## config.mk

```make
export PLATFORM = sky130hd
export DESIGN_NAME = wbuffer_ctrl
export DESIGN_NICKNAME = d
export VERILOG_FILES = /design/src/rtl/wbuffer_ctrl.sv
export SDC_FILE = /design/constraint.sdc
export NUM_CORES = 1
export LEC_CHECK = 0
export BUFFER_PORTS_ARGS = -buffer_cell sky130_fd_sc_hd__buf_2
export CAP_MARGIN = 40
export CORE_MARGIN = 4
export CORE_UTILIZATION = 40
export CTS_CLUSTER_DIAMETER = 150
export DETAILED_ROUTE_END_ITERATION = 10
export MAX_ROUTING_LAYER = met4
export SYNTH_ARGS = -nofsm -noshare
export SYNTH_HDL_FRONTEND = slang
export SYNTH_SLANG_ARGS = --single-unit
```

## constraint.sdc

```tcl
create_clock -name clk -period 2.25 [get_ports clk]
set_input_delay 0.45 -clock clk [delete_from_list [all_inputs] [get_ports clk]]
set_output_delay 0.45 -clock clk [all_outputs]
set_load 0.05 [all_outputs]
```

## src/rtl/wbuffer_ctrl.sv

```systemverilog
// ============================================================================
// wbuffer_ctrl : fetch/load/shift sequencer for the four-register weight buffer
// Optional ack watchdog and sticky err port: define WBUF_CTRL_TIMEOUT_EN
// Revision: 1.0
// ============================================================================
`default_nettype none

module wbuffer_ctrl #(
  parameter int unsigned ADDR_W      = 16,
  parameter int unsigned NUM_WORDS   = 256,
  parameter int unsigned SRAM_BASE   = 0,
  parameter int unsigned SDRAM_BASE  = 0,
  parameter int unsigned TIMEOUT_CYC = 255
) (
  input  logic              clk,
  input  logic              nrst,
  input  logic              start,
  input  logic              advance,
  output logic              sram_req,
  output logic [ADDR_W-1:0] sram_addr,
  input  logic              sram_ack,
  output logic              sdram_req,
  output logic [ADDR_W-1:0] sdram_addr,
  input  logic              sdram_ack,
  output logic              buf_enable,
  output logic [2:0]        buf_mode,
  output logic              pair_valid,
  output logic              busy,
  output logic              done
`ifdef WBUF_CTRL_TIMEOUT_EN
  ,
  output logic              err
`endif
);

  localparam int KW = $clog2(NUM_WORDS + 1);

  typedef enum logic [3:0] {
    IDLE, F1S, F1D, F2S, F2D, READY, SHIFT, RS, RD, DONE
  } state_t;

  state_t          state_q, state_d;
  logic [KW-1:0]   k_q, k_d;
  logic [KW-1:0]   c_q, c_d;

  assign sram_addr  = ADDR_W'(SRAM_BASE)  + ADDR_W'(k_q);
  assign sdram_addr = ADDR_W'(SDRAM_BASE) + ADDR_W'(k_q);

`ifdef WBUF_CTRL_TIMEOUT_EN
  localparam int WDW = ($clog2(TIMEOUT_CYC + 1) > 8) ? $clog2(TIMEOUT_CYC + 1) : 8;
  logic [WDW-1:0] wd_q, wd_d;
  logic           err_q, err_d;
  assign err = err_q;
`else
  logic [31:0] unused_timeout;
  assign unused_timeout = TIMEOUT_CYC;
`endif

  always_ff @(posedge clk or negedge nrst) begin
    if (!nrst) begin
      state_q <= IDLE;
      k_q     <= '0;
      c_q     <= '0;
`ifdef WBUF_CTRL_TIMEOUT_EN
      wd_q    <= '0;
      err_q   <= 1'b0;
`endif
    end else begin
      state_q <= state_d;
      k_q     <= k_d;
      c_q     <= c_d;
`ifdef WBUF_CTRL_TIMEOUT_EN
      wd_q    <= wd_d;
      err_q   <= err_d;
`endif
    end
  end

  always_comb begin
    state_d    = state_q;
    k_d        = k_q;
    c_d        = c_q;
    sram_req   = 1'b0;
    sdram_req  = 1'b0;
    buf_enable = 1'b0;
    buf_mode   = 3'b000;
    pair_valid = 1'b0;
    done       = 1'b0;
    busy       = (state_q != IDLE);
`ifdef WBUF_CTRL_TIMEOUT_EN
    wd_d       = '0;
    err_d      = err_q;
`endif
    // Loads strobe the buffer in the ack cycle itself so it captures on that edge.
    case (state_q)
      IDLE: begin
        if (start) begin
          k_d     = '0;
          c_d     = '0;
          state_d = F1S;
`ifdef WBUF_CTRL_TIMEOUT_EN
          err_d   = 1'b0;
`endif
        end
      end
      F1S: begin
        sram_req = 1'b1;
        if (sram_ack) begin
          buf_enable = 1'b1;
          buf_mode   = 3'b001;
          state_d    = F1D;
        end
      end
      F1D: begin
        sdram_req = 1'b1;
        if (sdram_ack) begin
          buf_enable = 1'b1;
          buf_mode   = 3'b011;
          k_d        = k_q + 1'b1;
          state_d    = F2S;
        end
      end
      F2S, RS: begin
        sram_req = 1'b1;
        if (sram_ack) begin
          buf_enable = 1'b1;
          buf_mode   = 3'b010;
          state_d    = (state_q == F2S) ? F2D : RD;
        end
      end
      F2D, RD: begin
        sdram_req = 1'b1;
        if (sdram_ack) begin
          buf_enable = 1'b1;
          buf_mode   = 3'b100;
          k_d        = k_q + 1'b1;
          state_d    = READY;
        end
      end
      READY: begin
        pair_valid = 1'b1;
        if (advance) begin
          if (c_q == KW'(NUM_WORDS - 1)) begin
            state_d = DONE;
          end else begin
            c_d     = c_q + 1'b1;
            state_d = SHIFT;
          end
        end
      end
      SHIFT: begin
        buf_enable = 1'b1;
        buf_mode   = 3'b101;
        // Once every index has been fetched the back pair stays empty.
        state_d    = (k_q < KW'(NUM_WORDS)) ? RS : READY;
      end
      DONE: begin
        done    = 1'b1;
        state_d = IDLE;
      end
      default: state_d = IDLE;
    endcase

`ifdef WBUF_CTRL_TIMEOUT_EN
    if ((sram_req && !sram_ack) || (sdram_req && !sdram_ack)) begin
      if (wd_q == WDW'(TIMEOUT_CYC - 1)) begin
        state_d = IDLE;
        err_d   = 1'b1;
      end else begin
        wd_d = wd_q + 1'b1;
      end
    end
`endif
  end

endmodule

`default_nettype wire

```

==> impl_metrics.json, run 1 <==
{
  "num-fill-cells": 393,
  "clock_path_buffers": 2,
  "port_buffers": 32,
  "yosysSeqAreaShare_pct": 32.2,
  "crit-reg2reg-launch": "c_q[0]$_DFFE_PN0P_",
  "design_area_um2": 1940,
  "cp.arrival_ps": 1720,
  "cts_setup_buffers": 0,
  "slew-limit-headroom_pct": 66.2,
  "grt.total_usage_pct": 14.0,
  "tightest_slew_ps": 506,
  "cts_tree": "yes",
  "postSynthCellCount": 202,
  "drv_cap": 0,
  "cts_buffers": 3,
  "synth-compound-area-share_pct": 23.6,
  "synth_cell_type_count": 48,
  "postSynthAreaPerCell_um2": 8.45,
  "design.core.area_um2": 4060,
  "die_h_um": 73.3,
  "peakVddDrop_uv": 639,
  "area_growth_pct": 13.3,
  "worstSkewPairLatency_ps": 260,
  "timing.rr.end": "state_q[0]$_DFFE_PN0P_",
  "synth-xor-area-share_pct": 0.513,
  "dieArea_um2": 5380,
  "max_clock_freq_ghz": 0.462,
  "finalSetupViolations": 0,
  "instances_no_fill": 279,
  "finalHoldViolCount": 0,
  "layout_setup_ws_ps": 84.6,
  "required_ps": 1800,
  "drive_gt1_share_pct": 26.6,
  "start_kind": "register",
  "synthAdderAreaFrac_pct": 2.20,
  "drtPass1Iterations": 4,
  "placed_cells": 275,
  "finalCriticalPeriod_ps": 2170,
  "fin_nets": 239,
  "cp_max_fo": 10,
  "placed_area_um2": 1850,
  "cts_root_buf": "clkbuf_8",
  "critPathKind": "register to primary output",
  "clock-sinks": 22,
  "dp_hpwl_um": 2770,
  "start_util_pct": 42.1,
  "cts.clk_slew.worst_paths_ps": 80,
  "routedWlPerCell_um": 13.2,
  "fin_skew_ps": 5.14,
  "p_leak_nw": 0.932,
  "reg2regPathDepth": 9,
  "hold_buffers": 0,
  "grt-ovfl-total": 0,
  "gp_congestion": 0.830,
  "rows": 23,
  "synth-simple-area-share_pct": 22.0,
  "ys_warn_count": 0,
  "power_density_nw_per_um2": 1400,
  "routed_via_density": 5.11,
  "drc_errors": 0,
  "status": "finished clean",
  "grt_max_degree": 23,
  "n_antenna_cell": 0,
  "r2r_setup_slack_ps": 200,
  "antenna_found_initial": 0,
  "ys_ff_latch": 22,
  "netlist_area_um2": 1710,
  "grt_pass1_vias": 1259,
  "ant_nets": 0,
  "die-width_um": 73.3,
  "dp_slack_ps": -131,
  "rsz0062_at_grt": "false",
  "grt_pass1_wl_um": 5980,
  "cp-end-kind": "primary output",
  "vias": 1426,
  "wirelength_um": 3690,
  "hold_class": "primary input to asynchronous set/reset pin",
  "period_share_pct": 96.2,
  "maxSlewViolCount": 0,
  "ios": 47,
  "synth_mux_area_share_pct": 2.64,
  "htreeDepth": 1,
  "first_iter_violations": 122,
  "synth_top_family_by_area": "compound AO/OA/AOI/OAI gates"
}
## worst max-delay path by stage
stage	startpoint	to	slack, ps
detailed placement	c_q[1]$_DFFE_PN0P_	c_q[1]$_DFFE_PN0P_	-130
finish	state_q[1]$_DFFE_PN0P_	sdram_req	80
floorplan	state_q[3]$_DFFE_PN0P_	buf_mode[2]	170
global route	state_q[3]$_DFFE_PN0P_	buf_mode[2]	20
CTS	state_q[1]$_DFFE_PN0P_	sdram_req	20
global placement	c_q[0]$_DFFE_PN0P_	c_q[5]$_DFFE_PN0P_	-40
## stage by stage
| stage | total power [mW] | hold WS, ps | utilization, % | setup TNS [ps] |
|---|---|---|---|---|
| after CTS | 2.67 | 172 | 47.1 | 0 |
| after detailed placement | 2.37 | 457 | 45.6 | -587 |
| after global placement | 2.37 | 455 | 45.6 | -145 |
| after global routing | 2.89 | 185 | 47.7 | 0 |
| after floorplan | 2.01 | 154 | - | 0 |
| final | 2.70 | 155 | 47.7 | 0 |
## layer usage
metal | global-route usage (%) | share of wire (%) | vias up
li1 | - | - | 741
met1 | 19.9 | 49 | 647
met2 | 20.9 | 46 | 36
met3 | 1.92 | 4.9 | 2
met4 | 4.02 | 0.38 | 0
met5 | - | 0 | -
## logic make-up (layout without fill, tap and decap cells)
| family | count (synthesis) | after routing |
|---|---|---|
| other | 1 | 14 |
| AND/OR/NAND/NOR | 67 | 67 |
| AO/OA/AOI/OAI | 57 | 57 |
| flip-flops | 22 | 22 |
| adder cells (fa/ha/maj) | 3 | 3 |
| buffers and inverters | 47 | 61 |
| XOR/XNOR | 1 | 1 |
| multiplexers | 4 | 4 |
## cells in the final DEF, fill, tap and decap left out, drive strengths merged, types with 2 or more instances in the layout
master / count
a211o: 5
nand4bb: 3
o21ai: 18
a21oi: 6
or3: 2
o31ai: 4
o2bb2ai: 5
a211oi: 6
a22o: 3
buf: 45
o21a: 2
nand2b: 6
ha: 3
mux2i: 3
nand4: 2
clkbuf: 4
nor2b: 2
nor2: 17
nor3: 4
or2: 3
inv: 12
and3: 2
dfrtp: 22
conb: 14
nand2: 13
nor3b: 3
nand3: 5
## state kept, by name, indices dropped and copies added (netlist names)
register,cells
c_q,9
k_q,9
state_q,4
## power breakdown
part	total (mW)	internal, mW	switching [mW]
clock network	0.279	0.156	0.123
registers	0.619	0.472	0.147
logic	1.81	0.636	1.17
## worst max-delay path, cell delays in order, from the launching register on
cell	delay (ps)
dfrtp_1	500
o21a_1	260
a211oi_4	360
buf_2	340
## synth_stat cells (all sizes together)
cell | instances | area [um2]
a2111o | 1 | 11.3
a211o | 5 | 43.8
a211oi | 6 | 50.1
a21oi | 6 | 30.0
a22o | 3 | 26.3
a2bb2oi | 1 | 8.76
a31oi | 1 | 6.26
a32o | 1 | 10.0
a41oi | 1 | 8.76
and3 | 2 | 12.5
and3b | 1 | 8.76
and4 | 1 | 8.76
and4b | 1 | 10.0
buf | 30 | 220
clkbuf | 5 | 18.8
conb | 1 | 3.75
dfrtp | 22 | 551
ha | 3 | 37.5
inv | 12 | 45.0
mux2 | 1 | 15.0
mux2i | 3 | 30.0
nand2 | 13 | 48.8
nand2b | 6 | 37.5
nand3 | 5 | 25.0
nand3b | 1 | 7.51
nand4 | 2 | 12.5
nand4bb | 3 | 33.8
nor2 | 17 | 63.8
nor2b | 2 | 12.5
nor3 | 4 | 20.0
nor3b | 3 | 33.8
nor4b | 1 | 8.76
o21a | 2 | 15.0
o21ai | 18 | 90.1
o2bb2ai | 5 | 43.8
o311a | 1 | 10.0
o31ai | 4 | 30.0
o32a | 1 | 10.0
o41ai | 1 | 8.76
or2 | 3 | 18.8
or3 | 2 | 12.5
xnor2 | 1 | 8.76
## repair_timing
action / CTS / global route
endpoints found under the setup margin: 9 / 10
pin swaps: 0 / 0
cloned: 0 / 0
gates resized for setup: 2 / 4
## cell type report
cell class | count | area [um2] | area share, %
tap | 50 | 62.6 | 3.23
clock buffer | 4 | 55.1 | 2.84
multi-input combinational | 146 | 963 | 49.8
sequential | 22 | 552 | 28.5
inverter | 12 | 45.0 | 2.33
timing repair buffer | 45 | 258 | 13.3
(Power assumes the default switching activity.)
==> inputs of run 2 (changes only) <==
--- a/config.mk
+++ b/config.mk
@@ -5,6 +5,7 @@
 export SDC_FILE = /design/constraint.sdc
 export NUM_CORES = 1
 export LEC_CHECK = 0
+export ABC_AREA = 1
 export BUFFER_PORTS_ARGS = -buffer_cell sky130_fd_sc_hd__buf_2
 export CAP_MARGIN = 40
 export CORE_MARGIN = 4
==> impl_metrics.json, run 2 <==
{
  "status": "finished clean",
  "synthArstFlopShare_pct": 100,
  "synth-edff-count": 0,
  "top_regs": "c_q: 9 flops, k_q: 9 flops, state_q: 4 flops",
  "max_clock_freq_ghz": 0.465,
  "tightest_slew_ps": 530,
  "postSynthCellCount": 263,
  "reg2regPathDepth": 13,
  "tns_ps": 0,
  "synth-compound-area-share_pct": 7.73,
  "grt_pass1_vias": 1420,
  "instances_no_fill": 339,
  "grt_max_degree": 23,
  "met3_length_um": 176,
  "synth-xor-area-share_pct": 0.958,
  "design_area_um2": 1980,
  "ys.flop_type": "dfrtp_1",
  "synth_cell_type_count": 27,
  "ant_nets": 0,
  "grt_pass1_wl_um": 6500,
  "ios": 47,
  "fin_skew_ps": 1.73,
  "peakVddDrop_uv": 401,
  "power_density_nw_per_um2": 1210,
  "grt.total_usage_pct": 14.9,
  "drc_errors": 0,
  "cts.clk_slew.worst_paths_ps": 80,
  "routedWlPerCell_um": 11.3,
  "synth_most_common_cell": "nand2_1",
  "dp_slack_ps": 319,
  "placed_area_um2": 1920,
  "layout_commonest_cell": "nand2_1",
  "num-fill-cells": 459,
  "wirelength_um": 3840,
  "drive_gt1_share_pct": 23.7,
  "netlist_area_um2": 1830,
  "first_iter_violations": 81,
  "clock_path_buffers": 2,
  "cp-end-kind": "primary output",
  "port_buffers": 32,
  "finalSetupViolations": 0,
  "grt-ovfl-total": 0,
  "cp.arrival_ps": 1700,
  "htreeDepth": 1,
  "finalCriticalPeriod_ps": 2150,
  "n_antenna_cell": 0,
  "die_h_um": 75.6,
  "synth_common_cells": "nand2_1, inv_1, buf_4",
  "routed_via_density": 4.74,
  "cts_resized": 0,
  "start_util_pct": 41.7,
  "yosysSeqAreaShare_pct": 30.1,
  "period_share_pct": 95.6,
  "area_growth_pct": 8.00,
  "synth_mux_area_share_pct": 0,
  "yosysTopAreaCellShare_pct": 30.1,
  "clock-sinks": 22,
  "rows": 24,
  "drtPass1Iterations": 4,
  "antenna_found_initial": 0,
  "layout_setup_ws_ps": 99.6,
  "mostFrequentLayoutCells": "nand2_1, buf_2, inv_1",
  "cts_tree": "yes",
  "placed_cells": 335,
  "cp_max_fo": 6,
  "rsz0062_at_grt": "false",
  "route.met2.wl_um": 1750,
  "synthAdderAreaFrac_pct": 2.05,
  "dp_hpwl_um": 2930,
  "start_kind": "register",
  "critPathKind": "register to primary output",
  "ys_top_cells_by_area": "dfrtp_1, nand2_1, buf_4",
  "fin_nets": 297,
  "crit-reg2reg-launch": "c_q[0]$_DFFE_PN0P_",
  "ys_ff_latch": 22,
  "gp_congestion": 0.815,
  "worstSkewPairLatency_ps": 260,
  "fin_total_pwr_mw": 2.38,
  "p_leak_nw": 1.11,
  "synth_top_cell_by_area": "dfrtp_1",
  "cts_setup_buffers": 0,
  "dieArea_um2": 5720,
  "drv_cap": 0,
  "hold_buffers": 0,
  "cts_root_buf": "clkbuf_8",
  "synth-simple-area-share_pct": 42.3,
  "cts_buffers": 3,
  "postSynthAreaPerCell_um2": 6.96,
  "design.core.area_um2": 4380,
  "synth_top_family_by_area": "simple AND/OR/NAND/NOR gates",
  "slew-limit-headroom_pct": 64.7,
  "hold_class": "primary input to asynchronous set/reset pin",
  "routedLengthMet1_um": 1890,
  "critPathLaunch": "state_q[0]$_DFFE_PN0P_",
  "maxSlewViolCount": 0,
  "required_ps": 1800,
  "ys_warn_count": 0,
  "finalHoldViolCount": 0,
  "top_layer": "met4",
  "vias": 1608,
  "die-width_um": 75.6
}
run 2: power breakdown:
part	switching (mW)	internal, mW	total, mW
registers	0.0938	0.454	0.548
logic	1.18	0.372	1.55
clock network	0.129	0.156	0.284
total	1.40	0.982	2.38
run 2: worst max-delay path: stages, from the launching register on:
cell,delay [ps]
dfrtp_2,460
inv_1,80
nor2_1,210
nand2_1,100
o21ai_0,220
nor2_1,70
nand2_1,50
buf_2,250
run 2: kinds of logic after synthesis:
family,count (synthesis)
buffers and inverters,55
other,1
adders and majority gates,3
AOI/OAI and AO/OA,20
and+or+nand+nor,160
xor gates and xnor gates,2
DFF,22
run 2: final timing paths:
kind | slack, ps | end
worst min-delay path | 160 | k_q[5]$_DFFE_PN0P_
min in group clk | 490 | c_q[8]$_DFFE_PN0P_
worst min register to register | 490 | c_q[8]$_DFFE_PN0P_
worst max-delay path | 100 | buf_enable
max in group asynchronous | 1710 | state_q[1]$_DFFE_PN0P_
worst max register to register | 400 | c_q[3]$_DFFE_PN0P_
run 2: cell type report:
type	count	area (um2)	area share (%)
multi-input cells	199	1030	52.0
flip-flops and latches	22	553	28.0
repair buffers	32	163	8.23
inverters	30	113	5.70
well taps	52	65.1	3.29
clock buffers	4	55.1	2.79
run 2: metrics by stage:
stage,hold slack [ps],utilization (%)
2_1_floorplan,154,-
3_3_place_gp,466,43.7
3_5_place_dp,467,43.7
4_1_cts,174,44.9
5_1_grt,198,45.1
6_report,160,45.1
run 2: metal layers:
| metal | GRT usage, % | up-vias |
|---|---|---|
| met4 | 3.50 | 0 |
| met5 | - | - |
| li1 | - | 852 |
| met3 | 1.98 | 2 |
| met2 | 22.5 | 35 |
| met1 | 21.1 | 719 |
